==> config.mk <==
export PLATFORM = sky130hd
export DESIGN_NAME = channel_demapping
export DESIGN_NICKNAME = d
export VERILOG_FILES = /design/src/rtl/channel_demapping.sv
export SDC_FILE = /design/constraint.sdc
export NUM_CORES = 1
export LEC_CHECK = 0
export ABC_CLOCK_PERIOD_IN_PS = 3050
export BUFFER_PORTS_ARGS = -buffer_cell sky130_fd_sc_hd__buf_2
export CAP_MARGIN = 20
export CORE_AREA = 2 2 183 185
export CTS_CLUSTER_SIZE = 14
export DETAILED_ROUTE_END_ITERATION = 10
export DIE_AREA = 0 0 185 187
export PLACE_DENSITY = 0.81
export SLEW_MARGIN = 20
export SYNTH_ARGS = -nofsm -noshare
export SYNTH_HDL_FRONTEND = slang
export SYNTH_SLANG_ARGS = --single-unit
==> constraint.sdc <==
create_clock -name clk -period 3.05 [get_ports clk]
set_input_delay 0.4575 -clock clk [delete_from_list [all_inputs] [get_ports clk]]
set_output_delay 0.4575 -clock clk [all_outputs]
set_load 0.01 [all_outputs]
==> src/rtl/channel_demapping.sv <==
// Logical-to-physical channel demapper: validates a loaded forward map as a permutation,
// inverts it, blanks the valids for a few cycles, then swaps the inverse table atomically.
module channel_demapping #(
  parameter int unsigned NUM_CHANNELS  = 8,
  parameter int unsigned CHANNEL_WIDTH = 16,
  parameter int unsigned BLANK_CYCLES  = 4
) (
  input  logic                                  clk,
  input  logic                                  resetN,
  input  logic                                  mapStrobe,
  input  logic [31:0]                           mapIn,
  input  logic [NUM_CHANNELS*CHANNEL_WIDTH-1:0] logicalData,
  input  logic [NUM_CHANNELS-1:0]               logicalValid,
  output logic [NUM_CHANNELS*CHANNEL_WIDTH-1:0] physicalData,
  output logic [NUM_CHANNELS-1:0]               physicalValid,
  output logic [31:0]                           activeMap,
  output logic                                  mapBusy,
  output logic                                  mapError,
  output logic                                  mapDropped
);

  localparam int unsigned CNTW     = $clog2(BLANK_CYCLES + 1);
  localparam logic [31:0] MAP_MASK = 32'((64'd1 << (3 * NUM_CHANNELS)) - 64'd1);
  localparam logic [2:0]  LAST_IDX = 3'(NUM_CHANNELS - 1);

  function automatic logic [31:0] identityMap();
    logic [31:0] m;
    m = '0;
    for (int unsigned i = 0; i < NUM_CHANNELS; i++) m[3*i +: 3] = 3'(i);
    return m;
  endfunction

  localparam logic [31:0] IDENTITY = identityMap();

  typedef enum logic [1:0] {IDLE, CHECK, BLANK} state_t;

  state_t                   state, stateNext;
  logic [31:0]              pending;
  logic [2:0]               scratch [8];
  logic [2:0]               inv     [8];
  logic [7:0]               seen;
  logic [2:0]               idx;
  logic                     bad;
  logic [CNTW-1:0]          cnt;
  logic [2:0]               fields  [8];
  logic [2:0]               field;
  logic                     fieldBad;
  logic                     reject;
  logic                     commit;
  logic                     blank;
  logic [CHANNEL_WIDTH-1:0] lData   [8];
  logic [7:0]               lValid;

  // Pad the logical side to 8 lanes so the 3-bit inverse entries index it directly.
  for (genvar i = 0; i < 8; i++) begin : gPad
    if (i < NUM_CHANNELS) begin : gUsed
      assign lData[i] = logicalData[i*CHANNEL_WIDTH +: CHANNEL_WIDTH];
    end else begin : gUnused
      assign lData[i] = '0;
    end
  end
  assign lValid = 8'(logicalValid);

  always_comb begin
    for (int unsigned i = 0; i < 8; i++) fields[i] = pending[3*i +: 3];
    field    = fields[idx];
    fieldBad = (32'(field) >= 32'(NUM_CHANNELS)) || seen[field];
  end

  always_comb begin
    stateNext = state;
    reject    = 1'b0;
    commit    = 1'b0;
    case (state)
      IDLE:  if (mapStrobe) stateNext = CHECK;
      CHECK: if (idx == LAST_IDX) begin
        if (bad || fieldBad) begin
          stateNext = IDLE;
          reject    = 1'b1;
        end else begin
          stateNext = BLANK;
        end
      end
      BLANK: if (cnt == '0) begin
        stateNext = IDLE;
        commit    = 1'b1;
      end
      default: stateNext = IDLE;
    endcase
  end

  assign blank   = (state == BLANK);
  assign mapBusy = (state != IDLE);

  always_ff @(posedge clk or negedge resetN) begin
    if (!resetN) state <= IDLE;
    else         state <= stateNext;
  end

  always_ff @(posedge clk or negedge resetN) begin
    if (!resetN) begin
      pending    <= '0;
      seen       <= '0;
      idx        <= '0;
      bad        <= 1'b0;
      cnt        <= '0;
      activeMap  <= IDENTITY;
      mapError   <= 1'b0;
      mapDropped <= 1'b0;
      for (int unsigned i = 0; i < 8; i++) begin
        scratch[i] <= '0;
        inv[i]     <= 3'(i);
      end
    end else begin
      case (state)
        IDLE: if (mapStrobe) begin
          pending <= mapIn & MAP_MASK;
          seen    <= '0;
          idx     <= '0;
          bad     <= 1'b0;
          for (int unsigned i = 0; i < 8; i++) scratch[i] <= '0;
        end
        CHECK: begin
          if (fieldBad) begin
            bad <= 1'b1;
          end else begin
            seen[field]    <= 1'b1;
            scratch[field] <= idx;
          end
          idx <= idx + 3'd1;
          cnt <= CNTW'(BLANK_CYCLES - 1);
        end
        BLANK: cnt <= cnt - 1'b1;
        default: ;
      endcase
      if (mapBusy && mapStrobe) mapDropped <= 1'b1;
      if (reject) mapError <= 1'b1;
      // Commit is last so it wins over a strobe dropped on the same edge.
      if (commit) begin
        for (int unsigned i = 0; i < 8; i++) inv[i] <= scratch[i];
        activeMap  <= pending;
        mapError   <= 1'b0;
        mapDropped <= 1'b0;
      end
    end
  end

  always_ff @(posedge clk or negedge resetN) begin
    if (!resetN) begin
      physicalData  <= '0;
      physicalValid <= '0;
    end else begin
      for (int unsigned j = 0; j < NUM_CHANNELS; j++) begin
        physicalData[j*CHANNEL_WIDTH +: CHANNEL_WIDTH] <= lData[inv[j]];
        physicalValid[j] <= lValid[inv[j]] & ~blank;
      end
    end
  end

endmodule

---- After elaboration in Yosys (flattened, before gate mapping) ----
Index checks and enable logic that the tools add are counted.
word-level totals
  word-level logic and storage cells ...... 170
  bits of input ports ..................... 171
  bits in registers ....................... 251
  output and inout port bits .............. 171
operators by class
  reductions and logical operators ........ 16
  equality and inequality tests ........... 8
  bitwise logic cells ..................... 20
  magnitude comparators ................... 21
  muxes and demuxes ....................... 76
  add/sub/neg operators ................... 2
operator list
  operator                                                     number
  binary-select mux 16 bit (select 3 bit)                      8
  two-way mux 16 bit                                           16
  two-way mux 24 bit                                           2
  case mux 24 bit (2 select lines)                             1
  >= comparator 4 bit (second input constant)                  10
  inverter 3 -> 4 bit                                          10
  less-than comparator 3 x 4 -> 1 bit (second input constant)  9
  binary-select mux 1 bit (select 3 bit)                       9
  bitwise mux 24 bit                                           1
  two-way mux 1 bit                                            21
  two-way mux 8 bit                                            2
  case mux 8 bit (2 select lines)                              1
  two-way mux 3 bit                                            4
  case mux 3 bit (2 select lines)                              2
  nonzero test 2 bit                                           5
  binary-select mux 3 bit (select 3 bit)                       1
  demux 3 bit (select 3 bit)                                   1
  AND reduction 3 bit                                          3
  bitwise AND 1 bit                                            8
  two-way mux 2 bit                                            4
  inequality test 2 bit (second input constant)                4
  OR 8 bit                                                     1
  case mux 2 bit (3 select lines)                              1
  less-than comparator 4 x 1 -> 1 bit (second input constant)  1
  other kinds (15)                                             18

---- Logic depth before layout (Yosys ltp) ----
  word-level depth ........................ 12
  depth in mapped cells ................... 9
  gate-level depth less buffers ........... 8

---- Worst setup path before layout ----
Ideal clock, no wire load.
  path type ............................... flip-flop to flip-flop
  start ................................... register idx[0]
  end ..................................... register scratch[23] (netlist bit)
  setup time .............................. 0.122 ns
  cell stages (with the launch flop) ...... 10
  path buffers ............................ 2
  data required time ...................... 2.928 ns
  path slack .............................. 0.193 ns
  clock period less this slack ............ 2.857 ns
  arrival time ............................ 2.736 ns
  path through ............................ dfrtp_1 > buf_6 > mux4_2 > mux2i_4 > mux2_2 > a221o_1 > o21ai_4 > buf_6 > o211ai_4 > a32o_1
between the ends
  longest elaborated chain between the ends .. 12
  elaborated cells between the ends (all ways) .. 17
  classes of those cells .................. order compare (2); eq/ne (1); mux (10); bitwise (2); reduce/logical (2)
RTL lines
  item                                                                                                     line  RTL
  from (decl)                                                                                              42    logic [2:0] idx;
  from (signal assigned)                                                                                   130   idx <= idx + 3'd1;
  inverter 3 -> 4 bit (implied by the code) *                                                              66    field = fields[idx];
  binary-select mux 3 bit (select 3 bit) *                                                                 66
  two-way mux 3 bit (implied by the code) * (2 in series)                                                  66
  inverter 3 -> 4 bit (implied by the code)                                                                128   scratch[field] <= idx;
  >= comparator 4 bit (implied by the code) / less-than comparator 4 x 1 -> 1 bit (equally long branches)  128
  logical AND 1 bit (implied by the code)                                                                  128
  two-way mux 3 bit (implied by the code)                                                                  128
  demux 3 bit (select 3 bit)                                                                               128
  bitwise mux 24 bit                                                                                       128
  two-way mux 24 bit                                                                                       124   if (fieldBad) begin
  case mux 24 bit (2 select lines)                                                                         115   case (state)
  to (signal, indexed assignment)                                                                          128
  to (decl)                                                                                                39    logic [2:0] scratch [8];
Every way passes the cells marked *; elsewhere a longest branch is shown, timed or not. The select of a mux whose other input is x is not followed.
A chain may end at the register's enable or synchronous reset.

---- Worst setup path after layout ----
  start ................................... register idx[0]
  end ..................................... register seen[6]
between the ends
  longest elaborated chain between the ends .. 11
  elaborated cells between the ends (all ways) .. 16
  classes of those cells .................. order compare (2); eq/ne (1); mux (9); bitwise (2); reduce/logical (2)
RTL lines
  item                                                                                                              line  RTL
  inverter 3 -> 4 bit (implied by the code) *                                                                       66
  binary-select mux 3 bit (select 3 bit) *                                                                          66
  two-way mux 3 bit (implied by the code) * (2 in series)                                                           66
  less-than comparator 3 x 4 -> 1 bit (implied by the code) / >= comparator 3 x 1 -> 1 bit (equally long branches)  127   seen[field] <= 1'b1;
  logical AND 1 bit (implied by the code)                                                                           127
  two-way mux 1 bit (implied by the code)                                                                           127
  demux 1 bit (select 3 bit)                                                                                        127
  OR 8 bit (no line)                                                                                                -
  two-way mux 8 bit                                                                                                 124
  case mux 8 bit (2 select lines)                                                                                   115
  to (signal assigned)                                                                                              103   seen <= '0;
  to (signal assigned)                                                                                              118   seen <= '0;
  to (signal, indexed assignment)                                                                                   127
  to (decl)                                                                                                         41    logic [7:0] seen;
Marks and branches as above.

==> run metrics <==
crit path max fanout 9; Site Rows 67; Syn Inst Count 1100; core footprint 32900 um2; Post CTS Setup Buffer Count 0; drt initial violations 1244; count of input and output buffers 325; synth top area cells mux4_2 38%, dfrtp_1 35%, mux2_2 11%, dfstp_2 3.8%, nand2_1 3.7%; global routing's busiest layer met2; GPL Wtd Cong 0.874; Clk pwr share 0.341; TritonCTS clock tree yes; Syn Area/Cell 14.9 um2; Total GRT Usage 0.287; Sw Ratio 0.307; DRT Pass-1 Iters 7; Cell Int Power 7.34 mW; RSZ-0062 raised after global routing no; startpoint types flop; post-route cell area 19700 um2; unique cell type count in the Yosys netlist 43; Multi-input gate area 9660 um2; fmax 0.354 GHz; Clock transition at path regs 0.06 ns; global route overflow 0; vias in the first global route 12.9k; initial antenna violation count 11; worst rel slew slack 0.305; Max clock buf depth 3; Num CTS Buffers 29; Clock Sinks 251; placed cell area 18700 um2; Critical Path RT 3.48 ns; via/cell ratio 6.66; met1 GRT Util 0.364; FFs w/ async S/R, synth 1.00; routed vias 12.5k; routed len/inst 26.2 um; Gate power share 0.273; met2 Usage GRT 0.457; mapped cell area 16400 um2; largest net degree at the start of global routing 64; WL final 49300 um; Tcrit/Tclk final 0.927; number of max-cap violations 0; Reg power frac 0.386; Primary FF master, synth dfrtp_1; final hold viol count 0; Die Height 187 um; die width 185 um; Post-synth EDFFs 0; Final setup viols 0; worst-path cell chain buf_4, mux4_1, mux2_2, buf_4, nor3_2, a221o_1, o21ai_4, buf_4, a32o_1; die footprint 34600 um2; root buf cell clkbuf_16; Yosys warning total 0; Yosys top cell by area mux4_2; Psw 3.26 mW; WS Path Type flop to flop; Tmin final 2.83 ns; Worst path slowest cell mux4_1; FF+latch area 6320 um2; Leak 7.82 nW; DRC Markers 0; first-pass GRT wire length 75700 um; H-tree Lvls 1; setup TNS 0 ns; Hold Crit Class input port to flop; Top cell by count, worst path buf_4; NumNets Final 1576; Worst Max-Slew Pin Slew 1.04 ns; Worst Path Arrival 3.26 ns; Clock Latency Late Sink 0.56 ns; Post-Route Skew 0.0280 ns; VDD IR-drop max 433 uV; layout cells sized above 1 0.625; Initial Util 0.500; sequential area share after synthesis 0.384; max-slew violation count 0; critical path endpoint category flop; fillers 2527; synthesis-to-layout area growth 19.7%; #FFs+latches synth 251; Power, Total 10.6 mW; DRT antenna net count 0; status finished clean; io pins 342; met3 Use GR 0.0701; Synth top area share 0.378; PwrDens 539 nW/um2; Crit path largest cell delay 0.58 ns; Detailed Place HPWL 32400 um
-- power groups by stage --
stage                     clock network, mW  registers, mW  logic (mW)
final                                  3.62           4.09        2.89
after global routing                   3.79           4.15        3.13
after CTS                              3.66           4.09        2.86
after detailed placement                  0           4.14        2.85
after global placement                    0           4.11        2.73
after floorplan                           0           4.08        1.83
-- area by class of cell --
type	count	area share
Inverter	10	0.00191
Multi-Input combinational cell	735	0.491
Sequential cell	251	0.321
Clock buffer	41	0.0412
Antenna cell	9	0.00114
Timing Repair Buffer	371	0.106
Tap cell	448	0.0285
Clock inverter	13	0.00922
-- critical path: cells and delay by family, from the launching register on --
kind	cells	cell delay, ns
AOI/OAI and AO/OA	3	0.61
and+or+nand+nor	1	0.21
muxes	2	0.88
buffers and inverters	3	0.55
DFF	1	0.46
-- per-stage QoR --
| step | setup slack [ns] | hold slack [ns] | util | cells |
|---|---|---|---|---|
| 2_1_floorplan | 0.193 | 0.162 | - | 1107 |
| 3_3_place_gp | 0.161 | 0.438 | 0.568 | 1814 |
| 3_5_place_dp | 0.136 | 0.443 | 0.568 | 1814 |
| 4_1_cts | 0.120 | 0.114 | 0.598 | 1869 |
| 5_1_grt | 0.0894 | 0.120 | 0.599 | 1876 |
| 6_report | 0.223 | 0.130 | 0.599 | 1878 |
-- metal layers --
| metal | vias to the layer above | part of all wire | wire length (um) |
|---|---|---|---|
| met2 | 904 | 0.49 | 24000 |
| met1 | 6444 | 0.35 | 17400 |
| met3 | 156 | 0.11 | 5300 |
| li1 | 5004 | - | - |
| met5 | - | 0.00093 | 46 |
| met4 | 6 | 0.053 | 2610 |
-- cell usage in the layout (no fill, tap or decap), drive strengths merged, types with 10 or more instances in the layout --
cell type  netlist  final
a32o            24     24
buf             49    370
inv              9     11
nand2          161    161
dfrtp          227    227
o21ai           18     18
nor2            24     24
dfstp           24     24
clkbuf          62     41
mux2           155    155
a22oi           10     10
mux2i           15     15
mux4           278    278
-- Yosys cell counts, types with 2 or more instances --
cell type / count
buf_6: 2
a21oi_1: 3
dfstp_2: 24
inv_1: 9
nand3_1: 6
a32o_1: 24
mux2i_1: 13
o21ai_0: 16
and3_1: 3
o21a_1: 2
clkbuf_1: 62
mux2_2: 155
a22oi_1: 10
nor2_1: 23
nor3_1: 3
ha_1: 7
mux4_2: 276
nand2_1: 161
nand2b_1: 2
buf_1: 37
or3_1: 2
mux4_1: 2
buf_4: 9
o211ai_1: 4
dfrtp_1: 227
-- kinds of logic after synthesis --
kind of cell | Yosys count | share of synthesized area
mux | 448 | 0.497
xor+xnor | 1 | 0.000533
flops | 251 | 0.384
other cells | 1 | 0.000228
fa+ha+maj | 7 | 0.00533
buf+inv | 121 | 0.0307
simple gates | 204 | 0.0493
compound gates | 67 | 0.0326
-- worst paths after layout --
path                               start                to  slack, ns  cells past startpoint
max                               idx[0]           seen[6]       0.22                      9
min                            mapIn[10]       pending[10]       0.13                      2
max reg2reg                       idx[0]           seen[6]       0.22                      9
min reg2reg                activeMap[22]     activeMap[22]       0.45                      2
max in group asynchronous         resetN  physicalData[76]       1.76                      4
min in group asynchronous         resetN     activeMap[16]       0.43                      2
-- state kept, by name, indices dropped and copies added, names as in the netlist --
name	count
pending	24
physicalData	128
idx	3
scratch	24
mapError	1
bad	1
state	2
cnt	3
mapDropped	1
inv	24
physicalValid	8
seen	8
activeMap	24
-- timing repair --
action | 4_1_cts | 5_1_grt
resized for setup | 0 | 1
hold endpoints to repair | 49 | 0
hold buffers | 1 | 0
endpoints found under the setup margin | 0 | 3
Note: power is estimated with default switching activity, not from simulation.
